**src/rtl/mem_test_con_pkg.sv**
```systemverilog
// Shared definitions for the SDRAM/DSEC test sequencer.
//   DEF_ADDR_W            default SDRAM row-address width
//   MEM_WRITE / MEM_READ  encodings of the w_rn strobe
//   state_t               sequencer state encoding
package mem_test_con_pkg;

    localparam int DEF_ADDR_W = 13;

    localparam logic MEM_WRITE = 1'b1;
    localparam logic MEM_READ  = 1'b0;

    typedef enum logic [2:0] {
        ST_IDLE   = 3'd0,
        ST_W_REQ  = 3'd1,
        ST_W_WAIT = 3'd2,
        ST_R_REQ  = 3'd3,
        ST_R_WAIT = 3'd4,
        ST_D_REQ  = 3'd5,
        ST_D_WAIT = 3'd6,
        ST_DONE   = 3'd7
    } state_t;

endpackage

```
**src/rtl/mem_test_con_pulse_gen.sv**
```systemverilog
// Registered one-cycle strobe generator.
//   clk      system clock
//   rst      synchronous active-high reset, clears the strobe
//   i_fire   combinational request, high for the single cycle before the strobe
//   o_pulse  registered strobe, follows i_fire by one clock
module mem_test_con_pulse_gen (
    input  logic clk,
    input  logic rst,
    input  logic i_fire,
    output logic o_pulse
);

    always_ff @(posedge clk) begin
        if (rst) begin
            o_pulse <= 1'b0;
        end else begin
            o_pulse <= i_fire;
        end
    end

endmodule

```
**src/rtl/mem_test_con.sv**
```systemverilog
// Test sequencer: writes a block of SDRAM words through mem_con, then reads
// the same block back, handing each word to DSEC and waiting for DSEC to
// finish before the next read. Control only; write data comes from elsewhere.
//   clk             system clock
//   rst             synchronous active-high reset
//   address         word address presented to mem_con (registered)
//   w_rn            1 = write, 0 = read (registered)
//   go              one-cycle request strobe to mem_con (registered)
//   memValid        one-cycle completion pulse from mem_con
//   dsec_out_valid  one-cycle pulse, DSEC finished the current word
//   dsec_in_valid   one-cycle pulse, memory word available to DSEC (registered)
//   dsec_rdy        DSEC can accept a word
//
// state     | meaning
// ----------+---------------------------------------------------------
// ST_IDLE   | after reset, dwells one cycle then starts the write pass
// ST_W_REQ  | go high, write request to mem_con
// ST_W_WAIT | waiting for memValid of the write
// ST_R_REQ  | go high, read request to mem_con
// ST_R_WAIT | waiting for memValid of the read
// ST_D_REQ  | waiting for dsec_rdy to hand over the word
// ST_D_WAIT | waiting for dsec_out_valid
// ST_DONE   | test block finished, parked until reset
module mem_test_con
    import mem_test_con_pkg::*;
#(
    parameter int                ADDR_W     = DEF_ADDR_W,
    parameter logic [ADDR_W-1:0] START_ADDR = '0,
    parameter int                NUM_WORDS  = 16
) (
    input  logic              clk,
    input  logic              rst,
    output logic [ADDR_W-1:0] address,
    output logic              w_rn,
    output logic              go,
    input  logic              memValid,
    input  logic              dsec_out_valid,
    output logic              dsec_in_valid,
    input  logic              dsec_rdy
);

    localparam logic [ADDR_W-1:0] LAST_CNT = ADDR_W'(NUM_WORDS - 1);

    state_t            r_state;
    state_t            w_state_nxt;
    logic [ADDR_W-1:0] r_cnt;
    logic [ADDR_W-1:0] w_cnt_nxt;
    logic [ADDR_W-1:0] r_addr;
    logic [ADDR_W-1:0] w_addr_nxt;
    logic              r_wrn;
    logic              w_wrn_nxt;
    logic              r_armed;
    logic              w_last;
    logic              w_go_fire;
    logic              w_iv_fire;

    assign w_last = (r_cnt == LAST_CNT);

    // r_armed is low only in the first cycle after reset, which is what
    // makes IDLE last one full cycle after release.
    always_ff @(posedge clk) begin
        if (rst) begin
            r_state <= ST_IDLE;
            r_cnt   <= '0;
            r_addr  <= START_ADDR;
            r_wrn   <= MEM_READ;
            r_armed <= 1'b0;
        end else begin
            r_state <= w_state_nxt;
            r_cnt   <= w_cnt_nxt;
            r_addr  <= w_addr_nxt;
            r_wrn   <= w_wrn_nxt;
            r_armed <= 1'b1;
        end
    end

    always_comb begin
        w_state_nxt = r_state;
        w_cnt_nxt   = r_cnt;
        w_addr_nxt  = r_addr;
        w_wrn_nxt   = r_wrn;
        case (r_state)
            ST_IDLE: begin
                if (r_armed) begin
                    w_state_nxt = ST_W_REQ;
                    w_cnt_nxt   = '0;
                    w_addr_nxt  = START_ADDR;
                    w_wrn_nxt   = MEM_WRITE;
                end
            end
            ST_W_REQ: w_state_nxt = ST_W_WAIT;
            ST_W_WAIT: begin
                if (memValid) begin
                    if (w_last) begin
                        w_state_nxt = ST_R_REQ;
                        w_cnt_nxt   = '0;
                        w_addr_nxt  = START_ADDR;
                        w_wrn_nxt   = MEM_READ;
                    end else begin
                        w_state_nxt = ST_W_REQ;
                        w_cnt_nxt   = r_cnt + 1'b1;
                        w_addr_nxt  = r_addr + 1'b1;
                    end
                end
            end
            ST_R_REQ: w_state_nxt = ST_R_WAIT;
            ST_R_WAIT: begin
                if (memValid) begin
                    w_state_nxt = ST_D_REQ;
                end
            end
            ST_D_REQ: begin
                if (dsec_rdy) begin
                    w_state_nxt = ST_D_WAIT;
                end
            end
            ST_D_WAIT: begin
                if (dsec_out_valid) begin
                    if (w_last) begin
                        w_state_nxt = ST_DONE;
                    end else begin
                        w_state_nxt = ST_R_REQ;
                        w_cnt_nxt   = r_cnt + 1'b1;
                        w_addr_nxt  = r_addr + 1'b1;
                    end
                end
            end
            ST_DONE: w_state_nxt = ST_DONE;
            default: w_state_nxt = ST_IDLE;
        endcase
    end

    // Strobes are registered so they line up with the REQ state itself and
    // with the first D_WAIT cycle; the two can never coincide.
    assign w_go_fire = (w_state_nxt == ST_W_REQ) || (w_state_nxt == ST_R_REQ);
    assign w_iv_fire = (r_state == ST_D_REQ) && dsec_rdy;

    mem_test_con_pulse_gen u_go_pulse (
        .clk     (clk),
        .rst     (rst),
        .i_fire  (w_go_fire),
        .o_pulse (go)
    );

    mem_test_con_pulse_gen u_iv_pulse (
        .clk     (clk),
        .rst     (rst),
        .i_fire  (w_iv_fire),
        .o_pulse (dsec_in_valid)
    );

    assign address = r_addr;
    assign w_rn    = r_wrn;

endmodule

```
**config.mk**
```make
export PLATFORM = sky130hd
export DESIGN_NAME = mem_test_con
export DESIGN_NICKNAME = d
export VERILOG_FILES = /design/src/rtl/mem_test_con_pkg.sv /design/src/rtl/mem_test_con_pulse_gen.sv /design/src/rtl/mem_test_con.sv
export SDC_FILE = /design/constraint.sdc
export NUM_CORES = 1
export LEC_CHECK = 0
export ABC_AREA = 1
export CORE_ASPECT_RATIO = 1.1
export CORE_UTILIZATION = 55
export DETAILED_ROUTE_END_ITERATION = 10
export PLACE_DENSITY = 0.79
export REMOVE_ABC_BUFFERS = 1
export SETUP_SLACK_MARGIN = 0.4
export SYNTH_ARGS = -nofsm -noshare
export SYNTH_HDL_FRONTEND = slang
export SYNTH_HIERARCHICAL = 1
export SYNTH_SLANG_ARGS = --single-unit
```
**constraint.sdc**
```tcl
create_clock -name clk -period 2.5 [get_ports clk]
set_clock_uncertainty 0.15 [all_clocks]
set_input_delay 0.25 -clock clk [delete_from_list [all_inputs] [get_ports clk]]
set_output_delay 0.25 -clock clk [all_outputs]
set_load 0.01 [all_outputs]
```
==> flow_results.xml, run 1 <==
<?xml version="1.0" encoding="UTF-8"?>
<metrics>
  <group name="route">
    <metric name="detail_route.wirelength" unit="um">4580</metric>
    <metric name="routed-via-count" unit="">2033</metric>
    <metric name="via_per_instance_ratio" unit="">5.13</metric>
    <metric name="post-route-drc-count" unit="">0</metric>
    <metric name="avgRoutedWirePerCell" unit="um">11.6</metric>
    <metric name="drtAntennaViolNets" unit="">0</metric>
    <metric name="drt_pass1_iterations" unit="">4</metric>
    <metric name="initialDrtViolationCount" unit="">135</metric>
  </group>
  <group name="floorplan">
    <metric name="fp.coreArea" unit="sq um">3440</metric>
    <metric name="die_y" unit="um">66.1</metric>
    <metric name="die_area" unit="sq um">3980</metric>
    <metric name="io_pins" unit="">21</metric>
    <metric name="core.rowCount" unit="">22</metric>
    <metric name="die_width" unit="um">60.2</metric>
    <metric name="initial_utilization" unit="%">59.6</metric>
  </group>
  <group name="final_layout">
    <metric name="drive_above_1_share" unit="%">11.8</metric>
    <metric name="fin_nets" unit="">354</metric>
    <metric name="stdcell_area" unit="sq um">2400</metric>
    <metric name="syn2layout_area_growth" unit="%">17.1</metric>
    <metric name="seqCellArea" unit="sq um">663</metric>
    <metric name="final.fill_count" unit="">324</metric>
    <metric name="multi_input_comb_area" unit="sq um">1190</metric>
    <metric name="post-route-util" unit="%">69.8</metric>
    <metric name="antenna_cell_count" unit="">0</metric>
  </group>
  <group name="worst_setup_path">
    <metric name="crit_fanout" unit="">17</metric>
    <metric name="setup.worst_path.end_class" unit="">flop</metric>
    <metric name="crit_path_start_kind" unit="">flop</metric>
    <metric name="path_class" unit="">reg2reg</metric>
    <metric name="worst-endpoint-arrival" unit="ps">2070</metric>
    <metric name="critical_path_required" unit="ps">2640</metric>
  </group>
  <group name="clock_tree">
    <metric name="cts_tree" unit="">done</metric>
    <metric name="max-clock-path-buffers" unit="">2</metric>
    <metric name="worst_skew_pair.late_latency" unit="ps">340</metric>
    <metric name="tritoncts_num_sinks" unit="">33</metric>
    <metric name="numCtsBuffers" unit="">5</metric>
    <metric name="clkTransAtPathRegs" unit="ps">110</metric>
    <metric name="cts-root-buf" unit="">sky130_fd_sc_hd__clkbuf_4</metric>
    <metric name="number_of_hold_buffers_added_after_cts" unit="">0</metric>
    <metric name="clock_tree.htree_level_count" unit="">2</metric>
  </group>
  <group name="sta">
    <metric name="fin_worst_hold_slack" unit="ps">317</metric>
    <metric name="finalHoldViolCount" unit="">0</metric>
    <metric name="setup_tns_final" unit="ps">0</metric>
    <metric name="setup-violations-final" unit="">0</metric>
    <metric name="achievable-frequency" unit="GHz">0.517</metric>
    <metric name="finalCritPeriodShare" unit="%">77.3</metric>
    <metric name="tightestPinTransition" unit="ps">344</metric>
    <metric name="rsz0062_at_grt" unit="">true</metric>
    <metric name="finalWorstPathRequiredPeriod" unit="ps">1930</metric>
    <metric name="relSlewSlack" unit="%">77.0</metric>
    <metric name="final-max-slew-violation-count" unit="">0</metric>
  </group>
  <group name="yosys">
    <metric name="yosysWarnings" unit="">6</metric>
    <metric name="synth.largest_area_cell" unit="">sky130_fd_sc_hd__dfxtp_1</metric>
    <metric name="synthesis.instances" unit="">324</metric>
    <metric name="seq_area_frac_synth" unit="%">32.2</metric>
    <metric name="synthesis.area_per_instance" unit="sq um">6.33</metric>
    <metric name="synth.cells.most_frequent" unit="">sky130_fd_sc_hd__nand2_1 (97), sky130_fd_sc_hd__nor2_1 (43), sky130_fd_sc_hd__inv_1 (40), sky130_fd_sc_hd__dfxtp_1 (33), sky130_fd_sc_hd__nand3_1 (26)</metric>
    <metric name="synth-edff-count" unit="">0</metric>
    <metric name="synth_top_flop_cell" unit="">sky130_fd_sc_hd__dfxtp_1</metric>
    <metric name="fraction_of_registers_with_async_set_reset" unit="%">0</metric>
    <metric name="ys_top_cells_by_area" unit="">sky130_fd_sc_hd__dfxtp_1 (32%), sky130_fd_sc_hd__nand2_1 (18%), sky130_fd_sc_hd__nor2_1 (7.9%)</metric>
    <metric name="ffs_latches_synth" unit="">33</metric>
    <metric name="synthDistinctLibCells" unit="">28</metric>
    <metric name="post-synth-top-area-fraction" unit="%">32.2</metric>
    <metric name="synth_most_common_cell" unit="">sky130_fd_sc_hd__nand2_1</metric>
    <metric name="synth_cell_area" unit="sq um">2050</metric>
  </group>
  <group name="global_routing">
    <metric name="number_of_global_route_vias_before_repair" unit="">1934</metric>
    <metric name="maximum_number_of_pins_on_one_net_before_global_route_repair" unit="">24</metric>
    <metric name="antenna_violations_before_repair" unit="">0</metric>
    <metric name="grt.total_usage" unit="%">26.6</metric>
    <metric name="grt_first_pass_wirelength" unit="um">7880</metric>
    <metric name="overflow" unit="">0</metric>
  </group>
  <group name="power">
    <metric name="vdd_ir_drop_max" unit="mV">0.528</metric>
    <metric name="power.static_leakage" unit="nW">0.980</metric>
    <metric name="power.density" unit="nW/um^2">684</metric>
  </group>
  <group name="placed_design">
    <metric name="place_hpwl" unit="um">3310</metric>
    <metric name="routabilityCongestion" unit="">0.898</metric>
    <metric name="portBuffers" unit="">20</metric>
    <metric name="post_dp_cell_area" unit="sq um">2270</metric>
  </group>
  <group name="run">
    <metric name="cap_violations" unit="">0</metric>
  </group>
  <group name="run_status">
    <metric name="result_of_the_run" unit="">completed</metric>
  </group>
  <group name="worst_hold_path">
    <metric name="worst_hold_path_type" unit="">reg2reg</metric>
  </group>
</metrics>
==> cells by family after synthesis <==
| logic type | count (synthesis) | synth area share, % |
|---|---|---|
| adders and majority gates | 2 | 1.22 |
| xor gates and xnor gates | 7 | 2.99 |
| buffers and inverters | 56 | 11.8 |
| and+or+nand+nor | 194 | 42.7 |
| DFF | 33 | 32.2 |
| AOI/OAI and AO/OA | 32 | 9.15 |
==> per-stage QoR <==
step                      power, W  std cells  worst slack [ps]
final                      0.00164        396               567
after global routing       0.00175        396               400
after CTS                  0.00163        395               421
after detailed placement   0.00120        387               350
after global placement     0.00119        387               442
after floorplan            0.00101        316               675
==> where the power goes <==
group	internal (W)	switching, W	total (W)
sequential	0.000573	0.0000509	0.000624
combinational	0.000193	0.000407	0.000600
clock	0.000239	0.000182	0.000421
total	0.00100	0.000639	0.00164
==> metal layers <==
| layer | GRT usage (%) | up-vias | part of all wire (%) |
|---|---|---|---|
| met2 | 45.6 | 36 | 49 |
| li1 | - | 1067 | - |
| met1 | 30.4 | 921 | 45 |
| met5 | 0 | - | 0 |
| met3 | 5.68 | 9 | 3.7 |
| met4 | 13.4 | 0 | 2.3 |
==> path summary, 6_finish.rpt <==
path | startpoint | end | slack, ps | cells after the start
worst min register to register | w_rn | w_rn | 320 | 2
worst max-delay path | r_cnt[0] | address[7] | 570 | 11
worst min-delay path | w_rn | w_rn | 320 | 2
worst max register to register | r_cnt[0] | address[7] | 570 | 11
==> layout make-up <==
type / count / area share [%]
multi-input cells: 236 / 49.6
inverters: 48 / 7.50
clock buffers: 7 / 2.29
clock inverters: 1 / 1.25
repair buffers: 23 / 9.27
flip-flops and latches: 33 / 27.6
well taps: 48 / 2.50
==> repair_timing <==
action / CTS / global route
cloned: 0 / 1
setup buffers: 0 / 0
setup endpoints to repair: 12 / 19
gates resized for setup: 1 / 7
pin swaps: 0 / 2
==> worst max-delay path, cell delays in order, from the launching register on <==
cell	delay, ps
sky130_fd_sc_hd__dfxtp_2	370
sky130_fd_sc_hd__ha_2	210
sky130_fd_sc_hd__nand3_1	140
sky130_fd_sc_hd__nor2_1	150
sky130_fd_sc_hd__nand2_2	110
sky130_fd_sc_hd__nand2_2	130
sky130_fd_sc_hd__nand2_8	120
sky130_fd_sc_hd__nand2_8	150
sky130_fd_sc_hd__inv_2	120
sky130_fd_sc_hd__nand2_1	80
sky130_fd_sc_hd__nand2_1	50
sky130_fd_sc_hd__nor2_1	90
==> sequential cells by signal, indices dropped and copies added (netlist names) <==
signal              count
r_state                 3
u_iv_pulse/o_pulse      1
address                13
r_armed                 1
u_go_pulse/o_pulse      1
w_rn                    1
r_cnt                  13
==> cells in the final DEF (no fill, tap or decap), drive strengths merged, types with 3 or more instances in the layout <==
cell type      Yosys  layout
nand2            103     104
nor2              48      48
inv               48      48
dfxtp             33      33
nand3             26      26
a21oi             22      22
clkdlybuf4s50      0      20
nand4             10      10
clkbuf             2       7
o21ai              7       7
xor2               6       6
nor3               5       5
buf                6       3
(Power assumes the default switching activity.)
==> run 2, diff against run 1 <==
- CORE_UTILIZATION: 55 -> 51
- PLACE_DENSITY: 0.79 -> 0.77
- clock period: 2.5 -> 1.7 ns (I/O delays scaled with it)
==> flow_results.xml, run 2 (synthesized netlist as in run 1, its figures left out) <==
<?xml version="1.0" encoding="UTF-8"?>
<metrics>
  <group name="run_status">
    <metric name="result_of_the_run" unit="">finished, violations left</metric>
    <metric name="failed_checks" unit="">negative setup slack</metric>
  </group>
  <group name="clock_tree">
    <metric name="max-clock-path-buffers" unit="">2</metric>
    <metric name="clock_tree.htree_level_count" unit="">2</metric>
    <metric name="cts-root-buf" unit="">sky130_fd_sc_hd__clkbuf_8</metric>
    <metric name="worst_skew_pair.late_latency" unit="ps">290</metric>
    <metric name="tritoncts_num_sinks" unit="">33</metric>
    <metric name="clkTransAtPathRegs" unit="ps">70</metric>
    <metric name="number_of_hold_buffers_added_after_cts" unit="">0</metric>
    <metric name="cts_tree" unit="">done</metric>
    <metric name="numCtsBuffers" unit="">5</metric>
  </group>
  <group name="floorplan">
    <metric name="fp.coreArea" unit="sq um">3740</metric>
    <metric name="initial_utilization" unit="%">54.8</metric>
    <metric name="core.rowCount" unit="">23</metric>
    <metric name="die_area" unit="sq um">4280</metric>
    <metric name="die_y" unit="um">68.5</metric>
    <metric name="io_pins" unit="">21</metric>
    <metric name="die_width" unit="um">62.5</metric>
  </group>
  <group name="power">
    <metric name="vdd_ir_drop_max" unit="mV">0.751</metric>
    <metric name="finalPower" unit="W">0.00304</metric>
    <metric name="power.density" unit="nW/um^2">1020</metric>
    <metric name="power.static_leakage" unit="nW">1.34</metric>
  </group>
  <group name="global_routing">
    <metric name="grt_first_pass_wirelength" unit="um">9560</metric>
    <metric name="grt.total_usage" unit="%">29.1</metric>
    <metric name="maximum_number_of_pins_on_one_net_before_global_route_repair" unit="">21</metric>
    <metric name="number_of_global_route_vias_before_repair" unit="">2132</metric>
    <metric name="antenna_violations_before_repair" unit="">0</metric>
    <metric name="overflow" unit="">0</metric>
  </group>
  <group name="worst_setup_path">
    <metric name="worstReg2RegStart" unit="">r_cnt[0]</metric>
    <metric name="logic_depth_of_the_worst_register_to_register_path" unit="">10</metric>
    <metric name="rr_endpoint" unit="">address[10]</metric>
    <metric name="regToRegSetupSlack" unit="ps">-120</metric>
    <metric name="worst-endpoint-arrival" unit="ps">1840</metric>
    <metric name="crit_fanout" unit="">5</metric>
    <metric name="path_class" unit="">reg2reg</metric>
    <metric name="critical_path_required" unit="ps">1720</metric>
    <metric name="crit_path_start_kind" unit="">flop</metric>
    <metric name="setup.worst_path.end_class" unit="">flop</metric>
  </group>
  <group name="sta">
    <metric name="relSlewSlack" unit="%">79.6</metric>
    <metric name="finalCritPeriodShare" unit="%">107</metric>
    <metric name="setup-violations-final" unit="">25</metric>
    <metric name="finalHoldViolCount" unit="">0</metric>
    <metric name="tightestPinTransition" unit="ps">305</metric>
    <metric name="final_worst_path_setup_slack" unit="ps">-123</metric>
    <metric name="rsz0062_at_grt" unit="">true</metric>
    <metric name="final-max-slew-violation-count" unit="">0</metric>
    <metric name="finalWorstPathRequiredPeriod" unit="ps">1820</metric>
    <metric name="achievable-frequency" unit="GHz">0.549</metric>
  </group>
  <group name="route">
    <metric name="routed-via-count" unit="">2385</metric>
    <metric name="via_per_instance_ratio" unit="">5.32</metric>
    <metric name="initialDrtViolationCount" unit="">173</metric>
    <metric name="detail_route.wirelength" unit="um">6370</metric>
    <metric name="drt_pass1_iterations" unit="">4</metric>
    <metric name="drtAntennaViolNets" unit="">0</metric>
    <metric name="post-route-drc-count" unit="">0</metric>
    <metric name="avgRoutedWirePerCell" unit="um">14.2</metric>
  </group>
  <group name="final_layout">
    <metric name="layout.cells.most_common" unit="">sky130_fd_sc_hd__nand2_1</metric>
    <metric name="layout.cells.most_common_list" unit="">sky130_fd_sc_hd__nand2_1 (88), sky130_fd_sc_hd__buf_4 (43), sky130_fd_sc_hd__inv_1 (39)</metric>
    <metric name="antenna_cell_count" unit="">0</metric>
    <metric name="drive_above_1_share" unit="%">34.4</metric>
    <metric name="syn2layout_area_growth" unit="%">45.7</metric>
    <metric name="fin_nets" unit="">405</metric>
    <metric name="final_cells" unit="">448</metric>
  </group>
  <group name="worst_hold_path">
    <metric name="hp-start" unit="">r_cnt[7]</metric>
    <metric name="worst_hold_path_type" unit="">reg2reg</metric>
    <metric name="timing.hold.worst_path_depth" unit="">2</metric>
    <metric name="endpoint_with_the_worst_hold_slack" unit="">r_cnt[7]</metric>
  </group>
  <group name="placed_design">
    <metric name="place_hpwl" unit="um">3920</metric>
    <metric name="dpl.cell_count" unit="">432</metric>
    <metric name="routabilityCongestion" unit="">0.906</metric>
    <metric name="portBuffers" unit="">20</metric>
  </group>
  <group name="run">
    <metric name="cap_violations" unit="">0</metric>
  </group>
</metrics>
==> run 2: report_power, final <==
part | switching, W | internal, W
sequential | 0.0000615 | 0.000849
combinational | 0.000859 | 0.000660
clock | 0.000285 | 0.000321
==> run 2: critical path: stages (launching register included) <==
cell and delay [ps]:
sky130_fd_sc_hd__dfxtp_2 360, sky130_fd_sc_hd__ha_4 160, sky130_fd_sc_hd__nand3_4 80, sky130_fd_sc_hd__nor2_4 120, sky130_fd_sc_hd__nand2_2 80, sky130_fd_sc_hd__buf_6 130
sky130_fd_sc_hd__buf_4 120, sky130_fd_sc_hd__nand2_1 70, sky130_fd_sc_hd__nand2_1 180, sky130_fd_sc_hd__nand4_1 160, sky130_fd_sc_hd__a21oi_1 80
==> run 2: what timing repair did <==
action / CTS / global route
setup endpoints to repair: 47 / 40
buffers inserted: 6 / 2
cloned: 0 / 1
gates resized for setup: 57 / 45
pin swaps: 14 / 12
==> run 2: layout make-up <==
| class | instances | area, sq um |
|---|---|---|
| Clock buffer | 7 | 86.3 |
| Sequential cell | 33 | 689 |
| Multi-Input combinational cell | 235 | 1330 |
| Timing Repair Buffer | 75 | 637 |
| Tap cell | 50 | 62.6 |
| Inverter | 48 | 183 |
| Fill cell | 274 | 751 |
==> run 2: through the flow <==
step                setup slack (ps)  area, sq um  TNS, ps  utilization (%)  hold slack, ps
detailed placement              -183         2600    -2920             69.5             305
global route                    -154         2990    -2260             79.9             353
floorplan                       -125         1990    -1290                -            86.9
finish                          -123         2990     -981             79.9             315
global placement                -111         2600    -1220             69.5             300
CTS                             17.5         2840        0             75.9             314
==> run 2: routing by layer <==
layer | vias up | global-route usage [%] | routed length [um]
met5 | - | 0 | 0
met4 | 0 | 10.5 | 180
met3 | 17 | 5.26 | 314
met2 | 74 | 54.5 | 3350
met1 | 1130 | 33.7 | 2520
li1 | 1164 | - | -
==> run 2: worst max-delay path by stage <==
stage / slack, ps / cells past startpoint / to / from
global route: -150 / 11 / address[10] / r_cnt[1]
CTS: 20 / 11 / address[1] / r_cnt[0]
global placement: -110 / 8 / r_cnt[0] / memValid
finish: -120 / 10 / address[10] / r_cnt[0]
floorplan: -120 / 11 / address[3] / r_cnt[0]
detailed placement: -180 / 8 / r_cnt[0] / memValid
